[config.mk]
export PLATFORM = sky130hd
export DESIGN_NAME = siren
export DESIGN_NICKNAME = d
export VERILOG_FILES = /design/src/rtl/siren.sv
export SDC_FILE = /design/constraint.sdc
export NUM_CORES = 1
export LEC_CHECK = 0
export BUFFER_PORTS_ARGS = -buffer_cell sky130_fd_sc_hd__buf_2
export CORE_UTILIZATION = 46
export DETAILED_ROUTE_END_ITERATION = 10
export PLACE_DENSITY = 0.82
export SETUP_SLACK_MARGIN = 0.5
export SYNTH_ARGS = -nofsm -noshare
export SYNTH_HDL_FRONTEND = slang
export SYNTH_SLANG_ARGS = --single-unit
[constraint.sdc]
create_clock -name clk -period 1.7 [get_ports clk]
set_input_delay 0.17 -clock clk [delete_from_list [all_inputs] [get_ports clk]]
set_output_delay 0.17 -clock clk [all_outputs]
set_load 0.05 [all_outputs]
[src/rtl/siren.sv]
// Keypad-controlled intrusion alarm: arm/disarm by 4-bit codes, entry delay on any sensor trip,
// siren after the delay expires. All state advances only on enabled clock edges.
module siren #(
    parameter logic [3:0]  ARM_CODE     = 4'b0011,
    parameter logic [3:0]  DISARM_CODE  = 4'b1100,
    parameter int unsigned DELAY_CYCLES = 100,
    parameter int unsigned CNT_W        = 8
) (
    input  logic       clk,
    input  logic       reset,
    input  logic       ENA,
    input  logic [3:0] keypad,
    input  logic       front_door,
    input  logic       rear_door,
    input  logic       window,
    output logic       alarm_siren,
    output logic       is_armed,
    output logic       is_wait_delay
);

    typedef enum logic [1:0] {
        StDisarmed,
        StArmed,
        StWaitDelay,
        StAlarm
    } state_e;

    localparam logic [CNT_W-1:0] CntLast = CNT_W'(DELAY_CYCLES - 1);
    localparam logic [CNT_W-1:0] CntOne  = CNT_W'(1);

    state_e           state_q, state_d;
    logic [CNT_W-1:0] cnt_q, cnt_d;
    logic             trip;
    logic             disarm_hit;
    logic             arm_hit;

    assign trip       = front_door | rear_door | window;
    assign disarm_hit = (keypad == DISARM_CODE);
    assign arm_hit    = (keypad == ARM_CODE);

    always_ff @(posedge clk or negedge reset) begin
        if (!reset) begin
            state_q <= StDisarmed;
            cnt_q   <= '0;
        end else begin
            state_q <= state_d;
            cnt_q   <= cnt_d;
        end
    end

    // Disarm always wins over trip and over delay expiry.
    always_comb begin
        state_d = state_q;
        cnt_d   = cnt_q;
        if (ENA) begin
            unique case (state_q)
                StDisarmed: begin
                    if (arm_hit) state_d = StArmed;
                end
                StArmed: begin
                    if (disarm_hit) begin
                        state_d = StDisarmed;
                    end else if (trip) begin
                        state_d = StWaitDelay;
                        cnt_d   = '0;
                    end
                end
                StWaitDelay: begin
                    if (disarm_hit) begin
                        state_d = StDisarmed;
                        cnt_d   = '0;
                    end else if (cnt_q == CntLast) begin
                        state_d = StAlarm;
                        cnt_d   = '0;
                    end else begin
                        cnt_d = cnt_q + CntOne;
                    end
                end
                StAlarm: begin
                    if (disarm_hit) state_d = StDisarmed;
                end
                default: begin
                    state_d = StDisarmed;
                    cnt_d   = '0;
                end
            endcase
        end
    end

    always_comb begin
        alarm_siren   = 1'b0;
        is_armed      = 1'b0;
        is_wait_delay = 1'b0;
        unique case (state_q)
            StDisarmed: ;
            StArmed: begin
                is_armed = 1'b1;
            end
            StWaitDelay: begin
                is_armed      = 1'b1;
                is_wait_delay = 1'b1;
            end
            StAlarm: begin
                alarm_siren = 1'b1;
                is_armed    = 1'b1;
            end
            default: ;
        endcase
    end

endmodule

==> results_dict.tcl <==
set metrics [dict create \
    outcome "completed" \
    place.detailed.hpwl_mm 1.07 \
    synth_fp_nets 73 \
    synth-seq-area-share_pct 38.5 \
    r2r-end "cnt_q[6]$_DFFE_PN0P_" \
    ys_async_sr_fraction_pct 100 \
    slew_headroom_pct 76.5 \
    grt_pass1_vias 538 \
    reg2reg_from "cnt_q[0]$_DFFE_PN0P_" \
    fin_setup_tns_ns 0 \
    place_congestion 0.819 \
    grt.total_usage_pct 23.3 \
    switching_fraction_of_total_power_pct 40.2 \
    power.total_mw 1.79 \
    cts.htree.levels 1 \
    pwr_dens_nw_per_um2 1800 \
    power.leakage_nw 0.464 \
    row_count 13 \
    wl_per_cell_um 14.4 \
    tritoncts "built" \
    dr.pass1.iters 2 \
    timing.reg2reg.setup_slack_ns 0.06 \
    finish.utilization_pct 76.3 \
    netlist_instances 62 \
    area_delta_synth_final_pct 53.0 \
    antenna_cells 0 \
    multiInputGateArea_um2 449 \
    seq_area_um2 253 \
    p_int_mw 1.07 \
    clock-skew-final_ns 0.00979 \
    initial_utilization_pct 49.9 \
    register_bit_total_from_synthesis 10 \
    postRouteAntennaNets 0 \
    via_count 626 \
    drt_iter0_markers 8 \
    buffer_ports.inserted 12 \
    later_pin_clock_latency_in_the_skew_report_ns 0.28 \
    arrival_ns 1.80 \
    clockPowerShare_pct 12.4 \
    tightestPinTransition_ns 0.352 \
    grt_remaining_overflow 0 \
    syn_avg_cell_area_um2 10.5 \
    final_hold_viol_count 0 \
    slew_viol_final 0 \
    switch_pwr_mw 0.718 \
    holdCritStartpoint "ENA" \
    die_height_um 39.6 \
    max_cap_viol_count 0 \
    cts.path.max_buffers 2 \
    grt_setup_unrepaired "yes" \
    yosys_warns 0 \
    die-width_um 39.6 \
    report.final.setup_viol 0 \
    layout_worst_path_cycle_share_pct 96.3 \
    yosys_most_used_dff "dfrtp_1" \
    clock-sinks 10 \
    reg2regPathDepth 6 \
    route.detailed.vias_per_inst 5.69 \
    ir_worst_vdd_mv 1.38 \
    pwr-share-comb_pct 60.9 \
    cp-start-kind "flop" \
    post_route_cells_drive_above_1_share_pct 52.6 \
    timing.fmax_mhz 611 \
    seq_power_share_pct 26.7 \
    timing.critical_path.slowest_stage_cell "dfrtp_1" \
    final_nets 107 \
    grt_antenna_before_repair 0 \
    synth_edf_count 0 \
    grt_max_degree 11 \
    routed_wirelength_mm 1.58 \
    largest_stage_delay_on_the_critical_path_ns 0.38 \
    synthesis.area_um2 649 \
    finalCriticalPeriod_ns 1.64 \
    hold_class "in -> reg" \
    cts_made_buffers 3 \
    clkSlewWorstSetupHoldPaths_ns 0.07 \
    critical_path.max_fanout 3 \
    cts-root-buf "clkbuf_4" \
    worst_setup_path_end_kind "flop" \
    required_ns 1.87 \
    dieArea_um2 1570 \
    fillerInstances 94 \
    num_io_pins 13 \
    timing.hold.worst_endpoint "state_q[1]$_DFFE_PN0P_" \
    fp.coreArea_um2 1300 \
    synth.distinct_cells 35 \
    global_route_wire_length_before_repair_mm 2.34 \
    path_class "reg -> reg" \
    crit_path_cell_trace "ha_2 > buf_4 > nand3_1 > or2_1 > and3_1 > a211o_1" \
    drc 0 \
    worst_hold_path.num_cells 2 \
]
cell usage in the layout (no fill, tap or decap), drive strengths merged, types with 2 or more instances in the layout:
cell type / n
nor2b: 2
nand3: 2
o21ai: 2
and3: 4
inv: 2
nor2: 2
clkbuf: 4
or2: 2
buf: 28
nand2: 3
a211o: 4
o31ai: 2
nor4bb: 2
a221o: 2
dfrtp: 10
nor3b: 2
nor3: 3
power groups by stage:
stage          clock network (mW)  logic [mW]  registers [mW]
5_1_grt                     0.238        1.16           0.495
3_3_place_gp                    0       0.768           0.463
2_1_floorplan                   0       0.503           0.475
4_1_cts                     0.226       0.922           0.465
3_5_place_dp                    0       0.786           0.470
6_report                    0.222        1.09           0.477
critical path, delay by kind of cell, from the launching register on:
kind / cells / cell delay [ns]
simple gates: 3 / 0.58
flops: 1 / 0.38
compound gates: 1 / 0.26
fa+ha+maj: 1 / 0.19
buf+inv: 1 / 0.11
Yosys cell counts, types with 2 or more instances:
cell type,n,area [µm²]
a211o_1,4,35.0
nand3_1,2,10.0
nor2_1,2,7.51
dfrtp_1,10,250
and3_1,4,25.0
a221o_1,2,20.0
o31ai_1,2,15.0
nor3b_1,2,15.0
nor3_1,3,15.0
nor2b_1,2,12.5
inv_1,3,11.3
nand2_1,3,11.3
final cells by class:
class | count | area share (%)
multi-input combinational | 49 | 45.2
sequential | 10 | 25.4
timing repair buffer | 29 | 22.3
clock buffer | 4 | 3.65
tap | 15 | 1.89
inverter | 3 | 1.51
what timing repair did:
action / in CTS / in global routing
hold buffers: 1 / 0
setup buffers: 5 / 4
cloned: 0 / 0
pin swaps: 7 / 3
endpoints found under the setup margin: 12 / 12
hold endpoints to repair: 10 / 0
gates resized for setup: 10 / 11
kinds of logic after synthesis:
group / count (synthesis) / share of synthesized area [%]
muxes: 1 / 1.54
and+or+nand+nor: 30 / 32.9
AOI/OAI and AO/OA: 17 / 23.3
adders and majority gates: 1 / 1.93
buffers and inverters: 3 / 1.73
DFF: 10 / 38.5
layer usage:
metal  vias to the layer above  part of all wire [%]  global-route usage, %
li1                        313                     -                      -
met1                       299                    45                   26.6
met2                        10                    51                   38.1
met3                         4                   2.8                   8.52
met4                         0                   1.2                   10.3
met5                         -                     0                      0
sequential cells by signal (all words and copies together), names as in the netlist:
signal	cells
cnt_q	8
state_q	2
how the worst max path moves through the flow:
stage,to,slack [ns],start,cells past startpoint
floorplan,cnt_q[7]$_DFFE_PN0P_,0.11,cnt_q[0]$_DFFE_PN0P_,5
finish,cnt_q[6]$_DFFE_PN0P_,0.06,cnt_q[0]$_DFFE_PN0P_,6
detailed placement,cnt_q[7]$_DFFE_PN0P_,-0.01,cnt_q[1]$_DFFE_PN0P_,5
CTS,cnt_q[7]$_DFFE_PN0P_,0.04,cnt_q[0]$_DFFE_PN0P_,5
global route,cnt_q[6]$_DFFE_PN0P_,-0.04,cnt_q[0]$_DFFE_PN0P_,6
global placement,cnt_q[7]$_DFFE_PN0P_,0.06,cnt_q[1]$_DFFE_PN0P_,5
stage by stage:
stage / hold slack, ns / area (µm²) / setup slack [ns] / cells
after floorplan: -0.126 / 672 / 0.112 / 62
after global placement: 0.0403 / 803 / 0.0605 / 96
after detailed placement: 0.0420 / 803 / -0.0139 / 96
after CTS: 0.155 / 927 / 0.0397 / 106
after global routing: 0.180 / 993 / -0.0396 / 110
final: 0.167 / 993 / 0.0632 / 110
Power figures use the tool's default switching activity.
